`src/rtl/wh_arith_pkg.sv`:
```
// rtl/wh_arith_pkg.sv - shared definitions for the wh arithmetic blocks
// Purpose: default operand width, FSM state encoding and counter width
//          shared by multiplier_wh and its step sub-module.
// Ports:   none (package)
package wh_arith_pkg;

  localparam int unsigned WH_WIDTH = 16;

  // Step counter only needs to reach WIDTH-1.
  localparam int unsigned WH_CNT_W = $clog2(WH_WIDTH);

  typedef enum logic {
    IDLE = 1'b0,
    RUN  = 1'b1
  } wh_state_e;

endpackage

```
`src/rtl/mul_step_wh.sv`:
```
// rtl/mul_step_wh.sv - one conditional-add + right-shift multiply step
// Purpose: combinational shift-add step of the sequential multiplier.
//          The high half of the accumulator collects partial sums; the low
//          half holds the not-yet-consumed multiplier bits and fills with
//          product bits as they shift in from the top.
// Ports:
//   i_acc       in  2*WIDTH  current accumulator {acc_hi, acc_lo}
//   i_mcand     in  WIDTH    captured multiplicand
//   o_acc_next  out 2*WIDTH  accumulator after one step
module mul_step_wh
  import wh_arith_pkg::*;
#(
  parameter int WIDTH = WH_WIDTH
) (
  input  logic [2*WIDTH-1:0] i_acc,
  input  logic [WIDTH-1:0]   i_mcand,
  output logic [2*WIDTH-1:0] o_acc_next
);

  logic [WIDTH:0] w_sum;

  // One extra bit keeps the carry of the add; it becomes the new MSB after
  // the shift, so nothing is lost even for all-ones operands plus addend.
  assign w_sum      = {1'b0, i_acc[2*WIDTH-1:WIDTH]}
                    + (i_acc[0] ? {1'b0, i_mcand} : {(WIDTH+1){1'b0}});
  assign o_acc_next = {w_sum, i_acc[WIDTH-1:1]};

endmodule

```
`src/rtl/multiplier_wh.sv`:
```
// rtl/multiplier_wh.sv - sequential shift-add multiply-accumulate
// Purpose: product = multiplicand*multiplier + addend, one multiplier bit
//          per clock, start/busy/done handshake, constant WIDTH-cycle latency.
// Ports:
//   clk           in  1        system clock, rising edge
//   rst_n         in  1        asynchronous active-low reset
//   start         in  1        request; sampled only while idle
//   multiplicand  in  WIDTH    operand A (unsigned)
//   multiplier    in  WIDTH    operand B (unsigned)
//   addend        in  WIDTH    operand C (unsigned), added to A*B
//   busy          out 1        operation in progress
//   done          out 1        one-cycle pulse, product updated
//   product       out 2*WIDTH  A*B+C, held until the next completion
module multiplier_wh
  import wh_arith_pkg::*;
#(
  parameter int WIDTH = WH_WIDTH
) (
  input  logic               clk,
  input  logic               rst_n,
  input  logic               start,
  input  logic [WIDTH-1:0]   multiplicand,
  input  logic [WIDTH-1:0]   multiplier,
  input  logic [WIDTH-1:0]   addend,
  output logic               busy,
  output logic               done,
  output logic [2*WIDTH-1:0] product
);

  localparam int CW = (WIDTH > 1) ? $clog2(WIDTH) : 1;
  localparam logic [CW-1:0] LAST_STEP = CW'(WIDTH - 1);

  wh_state_e          r_state;
  wh_state_e          w_state_next;
  logic [CW-1:0]      r_count;
  logic [WIDTH-1:0]   r_mcand;
  logic [2*WIDTH-1:0] r_acc;
  logic [2*WIDTH-1:0] r_product;
  logic               r_done;
  logic [2*WIDTH-1:0] w_acc_next;
  logic               w_load;
  logic               w_last;

  mul_step_wh #(.WIDTH(WIDTH)) u_step (
    .i_acc      (r_acc),
    .i_mcand    (r_mcand),
    .o_acc_next (w_acc_next)
  );

  always_ff @(posedge clk or negedge rst_n) begin
    if (!rst_n) begin
      r_state <= IDLE;
    end else begin
      r_state <= w_state_next;
    end
  end

  always_comb begin
    w_state_next = r_state;
    w_load       = 1'b0;
    w_last       = 1'b0;
    case (r_state)
      IDLE: begin
        if (start) begin
          w_state_next = RUN;
          w_load       = 1'b1;
        end
      end
      RUN: begin
        if (r_count == LAST_STEP) begin
          w_state_next = IDLE;
          w_last       = 1'b1;
        end
      end
      default: w_state_next = IDLE;
    endcase
  end

  // Operands are captured on acceptance, so later input changes and
  // re-asserted start during RUN have no effect.
  always_ff @(posedge clk or negedge rst_n) begin
    if (!rst_n) begin
      r_count   <= '0;
      r_mcand   <= '0;
      r_acc     <= '0;
      r_product <= '0;
      r_done    <= 1'b0;
    end else begin
      if (w_load) begin
        r_mcand <= multiplicand;
        // Addend preloaded in the high half comes out as +C after WIDTH shifts.
        r_acc   <= {addend, multiplier};
        r_count <= '0;
      end else if (r_state == RUN) begin
        r_acc   <= w_acc_next;
        r_count <= r_count + CW'(1);
      end
      r_done <= w_last;
      if (w_last) begin
        r_product <= w_acc_next;
      end
    end
  end

  assign busy    = (r_state == RUN);
  assign done    = r_done;
  assign product = r_product;

endmodule

```
`config.mk`:
```
export PLATFORM = sky130hd
export DESIGN_NAME = multiplier_wh
export DESIGN_NICKNAME = d
export VERILOG_FILES = /design/src/rtl/wh_arith_pkg.sv /design/src/rtl/mul_step_wh.sv /design/src/rtl/multiplier_wh.sv
export SDC_FILE = /design/constraint.sdc
export NUM_CORES = 1
export LEC_CHECK = 0
export ABC_AREA = 1
export BUFFER_PORTS_ARGS = -buffer_cell sky130_fd_sc_hd__buf_2
export CORE_MARGIN = 4
export CORE_UTILIZATION = 58
export CTS_CLUSTER_DIAMETER = 80
export CTS_CLUSTER_SIZE = 16
export DETAILED_ROUTE_END_ITERATION = 7
export HOLD_SLACK_MARGIN = 0.06
export PLACE_DENSITY = 0.83
export SYNTH_ARGS = -nofsm -noshare
export SYNTH_HDL_FRONTEND = slang
export SYNTH_SLANG_ARGS = --single-unit
```
`constraint.sdc`:
```
create_clock -name clk -period 3.8 [get_ports clk]
set_input_delay 0.57 -clock clk [delete_from_list [all_inputs] [get_ports clk]]
set_output_delay 0.57 -clock clk [all_outputs]
set_load 0.01 [all_outputs]
```
==> summary.txt <==
Floorplan
  • Die area: about 9400 sq um
  • Row count: 32
  • Effective utilization at floorplan: between 50% and 60%
  • # IOs: between 80 and 90
  • Die width: just under 100 microns
  • Die height: around 97 microns
  • Core ar.: ~7700 sq um

STA
  • Fin. Hold Viols: 0
  • Max Freq: roughly 0.45 GHz
  • Slew @ Worst Pin: 1.04 ns
  • RSZ-0062 raised after global routing: false
  • Slew Limit Fails: 0
  • Final Cycle Share: 58.5%
  • Setup tns final: 0 ns
  • Crit path time final: 2.22 ns
  • Skew final: around 0.013 ns
  • Endpoints failing setup: 0
  • Slew Limit Headroom: between 30% and 40%

Clock tree
  • Worst skew pair latency: approximately 0.37 ns
  • CTS tree: done
  • Post-CTS sizing: 0
  • Root buf cell: clkbuf_8
  • CTS clk-pin slew, worst paths: 0.10 ns
  • Post CTS Setup Buffer Count: 0
  • Clock buffer depth: 2
  • CTS Sinks: between 80 and 90
  • CTS Hold Buffers Added: 0
  • CTS H-tree lvls: 3
  • Num CTS Buffers: 9

Yosys
  • Syn nets: roughly 660
  • Yosys top cell area share: between 40% and 50%
  • Top cells by count, synth: nand2_1, dfrtp_1, inv_1
  • Seq/Total Area, Yosys: between 40% and 50%
  • Ys async rst share: 100%
  • Yosys reg bits: between 80 and 90
  • Distinct cell type count of the synthesized netlist: 34
  • Most common cell in the netlist: nand2_1
  • Cell taking the most area after synthesis: dfrtp_1
  • Synth top area cells: dfrtp_1, nand2_1, inv_1
  • Synthesized cell area: ~4600 sq um
  • Synth warnings: 0
  • Most used DFF post-synth: dfrtp_1
  • Syn Area/Cell: a little under 8 sq um
  • Number of synthesized flops with an enable pin: 0
  • Synth Instances: just under 600

Power
  • VDD IR max: 0.396 mV
  • Design Power: ~4.3 mW
  • PwrDens: roughly 830 nW/um^2
  • LEAKAGE: a little over 3 nW

Setup path
  • WS Path Type: reg2reg
  • Worst EP required: roughly 4 ns
  • Worst-path cell chain: nand2_1 -> inv_1 -> ha_1 -> fa_1 -> nand3_1 -> nand3_1 -> nand3_1 -> nand3_1 -> nand2_1 -> nand2_1 -> nand2_1 -> nand2_1
  • Largest fanout on the critical path: 17
  • CP arrival: approximately 2.5 ns
  • CP max-delay cell: dfrtp_1
  • Crit. End Element: flip-flop
  • Most frequent cell on the critical path: nand2_1
  • Crit path launch type: flip-flop
  • CP peak stage delay: 0.58 ns

Run
  • Max-cap violations: 0

Layout
  • # diodes: 0
  • Layout overhead on the synthesized area: 14.2%
  • # fillers: approximately 690
  • Ratio of cells with drive above 1 in the final layout: a little under a fifth
  • Nets: 736

GRT
  • GRT Util Overall: a little under a quarter
  • First-pass GRT wire length: between 15000 and 20000 microns
  • Grt total ovfl: 0
  • Number of global-route vias before repair: between 3k and 4k
  • Largest net degree at the start of global routing: 87
  • Initial antenna violation count: 0

Routing
  • Vias per Instance: about 5.1
  • Total number of vias: 3969
  • WL final: between 10000 and 15000 microns
  • Number of DRC markers in iteration 0: approximately 340
  • First-pass DRT Iterations: 5
  • Wire length per cell: around 14 microns
  • DRC: 0
  • Antenna Nets Post-Route: 0

Place
  • HPWL Detailed: between 7000 and 8000 microns
  • Buffers on Ports: between 80 and 90
  • GP Congestion: 0.872

Worst hold path
  • Hold/Removal Path Class: in2async

Run status
  • Status: finished, final reports clean
==> registers in the layout, indices dropped and copies added, names as in the netlist <==
register and flops:
busy 1, done 1, product 32, r_acc 32
r_count 4, r_mcand 16
==> critical path: cells and delay by family, from the launching register on <==
kind          cells  cell delay (ns)
fa+ha+maj         2             0.63
buf+inv           1             0.05
flops             1             0.58
simple gates      9             0.84
==> metrics by stage <==
| stage | cells | cell area, sq um | hold WS (ns) | setup slack, ns | utilization, % |
|---|---|---|---|---|---|
| detailed placement | 758 | 5000 | 0.459 | 1.60 | 65.1 |
| global route | 774 | 5220 | 0.395 | 1.37 | 67.9 |
| finish | 774 | 5220 | 0.373 | 1.58 | 67.9 |
| floorplan | 590 | 4570 | 0.274 | 1.69 | - |
| CTS | 774 | 5220 | 0.387 | 1.59 | 67.9 |
| global placement | 758 | 5000 | 0.456 | 1.67 | 65.1 |
==> report_power, final <==
part	switching, mW	total, mW	internal [mW]	leakage [nW]
logic	1.30	2.06	0.760	1.86
clock network	0.366	0.686	0.320	0.102
registers	0.264	1.60	1.34	1.07
==> layout by cell type (no fill, tap or decap) <==
cell type	synthesis	final
inv_6	0	1
o221ai_1	6	6
o21ai_1	11	11
a22o_1	10	10
nand3b_4	1	1
or2_4	1	1
inv_8	0	3
nor2_4	3	3
a21oi_1	10	10
ha_1	17	17
or2_1	2	2
xor2_1	2	2
a211oi_1	1	1
nor3_1	3	3
inv_4	1	1
nand2_2	3	3
nand3_1	36	36
dfrtp_1	86	86
clkbuf_8	0	9
clkinvlp_4	0	2
nand4_1	2	2
buf_4	6	3
xnor2_1	2	2
buf_2	6	83
nand2_4	1	1
bufinv_16	0	1
a31oi_1	1	1
o211ai_1	8	8
inv_1	62	62
o21ai_0	2	2
nand2_1	265	265
fa_1	1	1
nor2_1	15	15
nand3_2	2	2
inv_2	14	14
nand3b_1	2	2
==> cells by family (layout without fill, tap and decap cells) <==
group	after synthesis	count (layout)	share of synthesized area (%)
and+or+nand+nor	336	336	30.6
buffers and inverters	97	179	9.18
DFF	86	86	47.1
AOI/OAI and AO/OA	49	49	7.21
adders and majority gates	18	18	5.10
xor gates and xnor gates	4	4	0.767
==> layout make-up <==
cell class                 instances  area [sq um]  share of cell area (%)
clock buffer                       9           124                    2.37
tap                              102           128                    2.45
timing repair buffer              86           438                    8.40
clock inverter                     7          87.6                    1.68
multi-input combinational        407          2000                    38.3
sequential                        86          2150                    41.3
inverter                          77           292                    5.59
==> path summary, 6_finish.rpt <==
check | from | end | slack [ns] | cells after the start
max | r_acc[0] | product[31] | 1.58 | 12
min | rst_n | product[29] | 0.37 | 1
max reg2reg | r_acc[0] | product[31] | 1.58 | 12
min reg2reg | product[18] | product[18] | 0.48 | 2
max in group asynchronous | rst_n | r_count[1] | 2.74 | 1
min in group clk | multiplicand[9] | r_mcand[9] | 0.40 | 3
==> routing by layer <==
layer  GRT usage [%]  part of all wire, %
met2            37.6                   47
met3            6.34                  5.9
met4            7.34                  1.1
met5               0                    0
met1            32.8                   46
Power figures use the tool's default switching activity.
